<file path="config.mk">
export PLATFORM = sky130hd
export DESIGN_NAME = bp2wb_burst_bridge
export DESIGN_NICKNAME = d
export VERILOG_FILES = /design/src/rtl/bp2wb_burst_bridge.sv
export SDC_FILE = /design/constraint.sdc
export NUM_CORES = 2
export LEC_CHECK = 0
export ABC_AREA = 1
export BUFFER_PORTS_ARGS = -buffer_cell sky130_fd_sc_hd__buf_2
export CORE_MARGIN = 5
export CORE_UTILIZATION = 25
export CTS_CLUSTER_SIZE = 10
export DETAILED_ROUTE_END_ITERATION = 12
export PLACE_DENSITY_LB_ADDON = 0.3
export SYNTH_ARGS = -nofsm -noshare
export SYNTH_HDL_FRONTEND = slang
export SYNTH_SLANG_ARGS = --single-unit
</file>
<file path="constraint.sdc">
create_clock -name clk_i -period 6.11 [get_ports clk_i]
set_clock_uncertainty 0.05 [all_clocks]
set_input_delay 0.611 -clock clk_i [delete_from_list [all_inputs] [get_ports clk_i]]
set_output_delay 0.611 -clock clk_i [all_outputs]
set_load 0.02 [all_outputs]
</file>
<file path="src/rtl/bp2wb_burst_bridge.sv">
// bp2wb_burst_bridge: turns one BP-style memory command into a Wishbone B4 burst and returns one response.
// Ports:
//   clk_i, reset_n_i              clock, asynchronous active-low reset
//   cmd_*                         command channel (valid/ready, type, size, addr, payload, data)
//   resp_*                        response channel (valid/yumi, echoed header, read data, error flag)
//   adr_o, dat_o, sel_o, cyc_o,
//   stb_o, we_o, cti_o, bte_o     Wishbone master outputs
//   dat_i, ack_i, err_i, rty_i    Wishbone slave returns
module bp2wb_burst_bridge #(
    parameter int          wb_data_width_p = 64,
    parameter int          block_width_p   = 512,
    parameter int          paddr_width_p   = 40,
    parameter logic [31:0] cached_base_p   = 32'h7000_0000,
    parameter int          max_retry_p     = 4,
    parameter int          payload_width_p = 11
) (
    input  logic                                                 clk_i,
    input  logic                                                 reset_n_i,
    input  logic                                                 cmd_v_i,
    output logic                                                 cmd_ready_o,
    input  logic [1:0]                                           cmd_type_i,
    input  logic [2:0]                                           cmd_size_i,
    input  logic [paddr_width_p-1:0]                             cmd_addr_i,
    input  logic [payload_width_p-1:0]                           cmd_payload_i,
    input  logic [block_width_p-1:0]                             cmd_data_i,
    output logic                                                 resp_v_o,
    input  logic                                                 resp_yumi_i,
    output logic [1:0]                                           resp_type_o,
    output logic [2:0]                                           resp_size_o,
    output logic [paddr_width_p-1:0]                             resp_addr_o,
    output logic [payload_width_p-1:0]                           resp_payload_o,
    output logic [block_width_p-1:0]                             resp_data_o,
    output logic                                                 resp_err_o,
    output logic [paddr_width_p-$clog2(wb_data_width_p/8)-1:0]   adr_o,
    output logic [wb_data_width_p-1:0]                           dat_o,
    input  logic [wb_data_width_p-1:0]                           dat_i,
    output logic [wb_data_width_p/8-1:0]                         sel_o,
    output logic                                                 cyc_o,
    output logic                                                 stb_o,
    output logic                                                 we_o,
    output logic [2:0]                                           cti_o,
    output logic [1:0]                                           bte_o,
    input  logic                                                 ack_i,
    input  logic                                                 err_i,
    input  logic                                                 rty_i
);
    localparam int bus_bytes_lp = wb_data_width_p / 8;
    localparam int lg_bus_lp    = $clog2(bus_bytes_lp);
    localparam int beats_lp     = block_width_p / wb_data_width_p;
    localparam int beat_w_lp    = $clog2(beats_lp + 1);
    localparam int retry_w_lp   = $clog2(max_retry_p + 1);
    localparam int wadr_w_lp    = paddr_width_p - lg_bus_lp;

    typedef enum logic [1:0] {IDLE, BUS, BACKOFF, RESP} state_t;
    state_t state_r, state_n;

    logic [1:0]                 type_r;
    logic [2:0]                 size_r;
    logic [paddr_width_p-1:0]   addr_r;
    logic [payload_width_p-1:0] payload_r;
    logic [block_width_p-1:0]   data_r, rdata_r, rd_m;
    logic [beat_w_lp-1:0]       beat_r, n_r, cmd_n;
    logic [retry_w_lp-1:0]      retry_r;
    logic                       err_r, cached_r, cmd_cached, accept, in_bus, last, narrow, retry_max;
    logic [lg_bus_lp-1:0]       off;
    logic [wadr_w_lp-1:0]       wbase;
    logic [bus_bytes_lp-1:0]    sel_m;
    logic [wb_data_width_p-1:0] dat_m;

    assign cmd_ready_o = state_r == IDLE;
    assign resp_v_o    = state_r == RESP;
    assign in_bus      = state_r == BUS;
    assign accept      = cmd_v_i & cmd_ready_o;
    assign cmd_cached  = cmd_addr_i >= paddr_width_p'(cached_base_p);
    assign cmd_n       = cmd_cached ? beat_w_lp'(beats_lp)
                       : (8 << cmd_size_i) < wb_data_width_p ? beat_w_lp'(1)
                       : beat_w_lp'((8 << cmd_size_i) / wb_data_width_p);
    assign off         = addr_r[lg_bus_lp-1:0];
    assign last        = beat_r == n_r - beat_w_lp'(1);
    assign narrow      = !cached_r && (int'(size_r) < lg_bus_lp);
    assign retry_max   = retry_r == retry_w_lp'(max_retry_p);
    // Cached bursts start on a block boundary, so clear the in-block word index too.
    assign wbase       = addr_r[paddr_width_p-1:lg_bus_lp] & ~(cached_r ? wadr_w_lp'(beats_lp - 1) : '0);

    assign resp_type_o    = type_r;
    assign resp_size_o    = size_r;
    assign resp_addr_o    = addr_r;
    assign resp_payload_o = payload_r;
    assign resp_err_o     = err_r;
    assign resp_data_o    = type_r[0] ? '0 : cached_r ? rdata_r : (rdata_r >> {off, 3'b000}) & rd_m;

    // Byte/bit masks covering 2^size bytes of the access.
    always_comb begin
        sel_m = '0;
        dat_m = '0;
        rd_m  = '0;
        for (int i = 0; i < bus_bytes_lp; i++) sel_m[i] = i < (1 << size_r);
        for (int i = 0; i < wb_data_width_p; i++) dat_m[i] = i < (8 << size_r);
        for (int i = 0; i < block_width_p; i++) rd_m[i] = i < (8 << size_r);
    end

    always_comb begin
        state_n = state_r;
        cyc_o   = in_bus;
        stb_o   = in_bus;
        we_o    = in_bus & type_r[0];
        cti_o   = !in_bus || n_r == beat_w_lp'(1) ? 3'b000 : last ? 3'b111 : 3'b010;
        bte_o   = 2'b00;
        adr_o   = in_bus ? wbase + wadr_w_lp'(beat_r) : '0;
        sel_o   = !in_bus ? '0 : narrow ? sel_m << off : '1;
        dat_o   = !in_bus ? '0
                : narrow ? (data_r[wb_data_width_p-1:0] & dat_m) << {off, 3'b000}
                : data_r[beat_r*wb_data_width_p +: wb_data_width_p];
        if (accept)
            state_n = BUS;
        else if (in_bus && (err_i || (ack_i && last) || (!ack_i && rty_i && retry_max)))
            state_n = RESP;
        else if (in_bus && !ack_i && rty_i)
            state_n = BACKOFF;
        else if (state_r == BACKOFF)
            state_n = BUS;
        else if (resp_v_o && resp_yumi_i)
            state_n = IDLE;
    end

    always_ff @(posedge clk_i or negedge reset_n_i) begin
        if (!reset_n_i) state_r <= IDLE;
        else            state_r <= state_n;
    end

    always_ff @(posedge clk_i or negedge reset_n_i) begin
        if (!reset_n_i) begin
            type_r    <= '0;
            size_r    <= '0;
            addr_r    <= '0;
            payload_r <= '0;
            data_r    <= '0;
            rdata_r   <= '0;
            beat_r    <= '0;
            n_r       <= '0;
            retry_r   <= '0;
            err_r     <= 1'b0;
            cached_r  <= 1'b0;
        end else if (accept) begin
            type_r    <= cmd_type_i;
            size_r    <= cmd_size_i;
            addr_r    <= cmd_addr_i;
            payload_r <= cmd_payload_i;
            data_r    <= cmd_data_i;
            rdata_r   <= '0;
            beat_r    <= '0;
            n_r       <= cmd_n;
            retry_r   <= '0;
            err_r     <= 1'b0;
            cached_r  <= cmd_cached;
        end else if (in_bus) begin
            // err_i wins, then ack_i; a retry beyond the budget becomes an error.
            if (err_i || (!ack_i && rty_i && retry_max)) begin
                err_r <= 1'b1;
            end else if (ack_i) begin
                if (!type_r[0]) rdata_r[beat_r*wb_data_width_p +: wb_data_width_p] <= dat_i;
                beat_r  <= beat_r + beat_w_lp'(1);
                retry_r <= '0;
            end else if (rty_i) begin
                retry_r <= retry_r + retry_w_lp'(1);
            end
        end
    end
endmodule
</file>
==> summary.txt <==
Floorplan
  • Initial Util: 25.1%
  • Die Y: 565 um
  • I/O pin total: 1327
  • # rows: 203
  • Die Wd: approximately 570 um
  • Core Area: about 0.3 sq mm
  • Die Area: 0.319 sq mm

Synthesis
  • Number of synthesized register bits: about 1100
  • Cell count after synthesis: about 12000
  • Post-synth EDFFs: 0
  • Ys Warns: 0
  • Seq/Total Area, Yosys: a little over a third
  • Netlist cell types: 47
  • Ys flop type: dfrtp_1
  • Ys async rst share: 100%
  • Synth Area per Inst: approximately 6.2 sq um
  • Synth Cell Area: 0.0770 sq mm

Worst setup path
  • Critical Path AT: approximately 4.8 ns
  • Setup Crit Path Kind: reg2out
  • Setup crit end kind: output pin
  • R2r setup slk: about 2.0 ns
  • WP data required: about 5.5 ns
  • Critical Path Fanout Max: 90
  • Type of origin of the critical path: register

Drt
  • Drt wl/cell: about 30 um
  • Pre-Repair DR Iteration Count: 9
  • Initial DRC count: between 10000 and 15000
  • Final ANT Viol Nets: 0
  • DRC: 0
  • Post-Route WL: around 530000 um
  • Vias: 95900
  • Via density per instance: between 5 and 6

STA
  • Fmax: between 150 and 200 MHz
  • Unrepaired setup endpoints after global routing: false
  • Fin. Hold Viols: 0
  • Final setup viols: 0
  • Post-layout min period: 5.44 ns
  • Total Neg Setup Slack: 0 ns
  • Fin. max-slew vios: 5
  • Crit share post-route: approximately nine tenths
  • Headroom to the max-slew limit: -5.57%
  • Worst-Margin Slew: ~1.6 ns
  • Worst hold margin: slightly above 0.07 ns

Power and ir drop
  • Leakage: ~50 nW
  • PwrDens: roughly 630 mW/mm^2
  • VDD IR max: ~320 uV

Clock tree
  • Clock-pin slew on the worst setup and hold paths: 0.06 ns
  • Post-CTS Setup Repair Bufs: 0
  • CTS root buffer: clkbuf_16
  • # clock sinks: about 1100
  • CTS tree: done
  • H-tree levels: 4
  • Worst-case clock buffer depth: 4
  • Num CTS Buffers: 150
  • Post_cts resized: 0
  • Clk Latency, worst-skew pair: 0.80 ns

Global route
  • GR Overflow Total: 0
  • GRT Total Usage: 31.5%
  • Vias in the first global route: 90100
  • Met2 Use GR: approximately half
  • Most used routing layer: met2
  • Met3 Use GR: roughly 6.6%
  • Initial antenna violation count: 122
  • Largest net degree at the start of global routing: approximately 210
  • Met1 GRT Util: approximately two fifths
  • First-pass GRT wire length: about 700000 um

Hold path
  • Worst Hold Class: in2reg

Place
  • IO buf count: between 1000 and 1500
  • Post-DP HPWL: approximately 400000 um
  • GP Congestion: 0.998

Finish
  • Highest-count cells in the layout ignoring fill and taps: nand2_1, buf_2, nand3_1, o21ai_0, dfrtp_1
  • Synthesis-to-layout area growth: 25.6%
  • Total Nets Final: 14300
  • Most common cell after layout, fill and taps aside: nand2_1
  • Layout cells sized above 1: 13.6%

Status
  • Outcome: finished, violations left
  • Failing checks: capacitance limit, slew limit

Job
  • Max Cap Violations: 1
## worst paths after layout
kind                           endpoint            start  cells after the start
max                           adr_o[18]         cached_r                      9
min                         data_r[136]  cmd_data_i[136]                      3
max reg2reg                rdata_r[201]        beat_r[2]                     11
min reg2reg                 data_r[120]      data_r[120]                      2
max in group asynchronous   data_r[116]        reset_n_i                      3
min in group asynchronous  rdata_r[494]        reset_n_i                      2
## Yosys cell counts, drive strengths merged (2+ instances only)
master,count,share of area [%]
nor2,465,2.3
o211ai,295,2.9
ha,13,0.21
or2,10,0.081
a211oi,6,0.058
a21boi,18,0.18
clkbuf,482,2.3
o21bai,4,0.039
clkinv,52,0.25
dfrtp,1095,36
mux2i,26,0.34
o21ai,1220,7.9
o22ai,24,0.19
nor3,75,0.90
a22oi,8,0.078
o31ai,2,0.019
nand3,1243,8.1
xor2,19,0.22
buf,528,3.5
nor3b,3,0.029
a31oi,16,0.13
nand4,88,0.71
inv,681,3.3
nand2,5512,27
nor4,64,0.52
a21oi,473,3.1
xnor2,6,0.068
## power by group
group / switching, W / internal [W] / total (W)
clock network: 0.00378 / 0.00517 / 0.00895
registers: 0.00351 / 0.0101 / 0.0136
logic: 0.0294 / 0.00948 / 0.0389
## routing by layer
metal	vias to the layer above	share of wire, %
met5	-	0.069
li1	42500	-
met3	1259	9.5
met1	46100	37
met4	54	9.0
met2	5980	44
## through the flow
stage / cell area [sq um] / utilization, % / power, W / setup slack [ns] / cells
after global placement: 86600 / 28.3 / 0.0514 / 1.53 / 17100
final: 96800 / 31.6 / 0.0614 / 0.674 / 17900
after CTS: 96600 / 31.5 / 0.0608 / 0.569 / 17800
after floorplan: 77000 / - / 0.0340 / 2.48 / 12400
after detailed placement: 86600 / 28.3 / 0.0514 / 1.46 / 17100
after global routing: 96700 / 31.6 / 0.0644 / 0.438 / 17800
## sequential cells by signal, indices dropped and copies added, names as in the netlist
register / cells
resp_type_o: 2
resp_size_o: 3
retry_r: 3
beat_r: 4
resp_payload_o: 11
rdata_r: 512
n_r: 4
state_r: 2
cached_r: 1
resp_err_o: 1
resp_addr_o: 40
data_r: 512
## what timing repair did
item,4_1_cts,5_1_grt
endpoints found under the hold margin,615,0
hold buffers,531,0
endpoints found under the setup margin,0,0
## layout make-up
class	instances	area, sq um
sequential	1095	27400
multi-input combinational	9598	42600
fill	34200	210000
inverter	733	2830
tap	4100	5130
antenna	51	128
clock buffer	200	4140
clock inverter	37	563
timing repair buffer	2058	13900
## worst max-delay path, stage by stage, from the launching register on
cell and delay [ns]:
dfrtp_4 0.67, inv_8 0.43, nand2_1 0.20, fa_1 0.48, o21ai_2 0.39, nand2_1 0.20
nor2_1 0.50, a21oi_1 0.14, nor3_1 0.66, buf_2 0.30
## cells by family (layout without fill, tap and decap cells)
group	Yosys count	in the layout	share of synthesized area, %
AND/OR/NAND/NOR	7463	7463	39.5
AO/OA/AOI/OAI	2068	2068	14.6
buffers and inverters	1743	3028	9.41
flip-flops	1095	1095	35.6
multiplexers	26	26	0.338
XOR/XNOR	25	25	0.284
adder cells (fa/ha/maj)	14	14	0.237
other	1	53	0.00487
No activity file was read; power rests on OpenSTA's default activity.
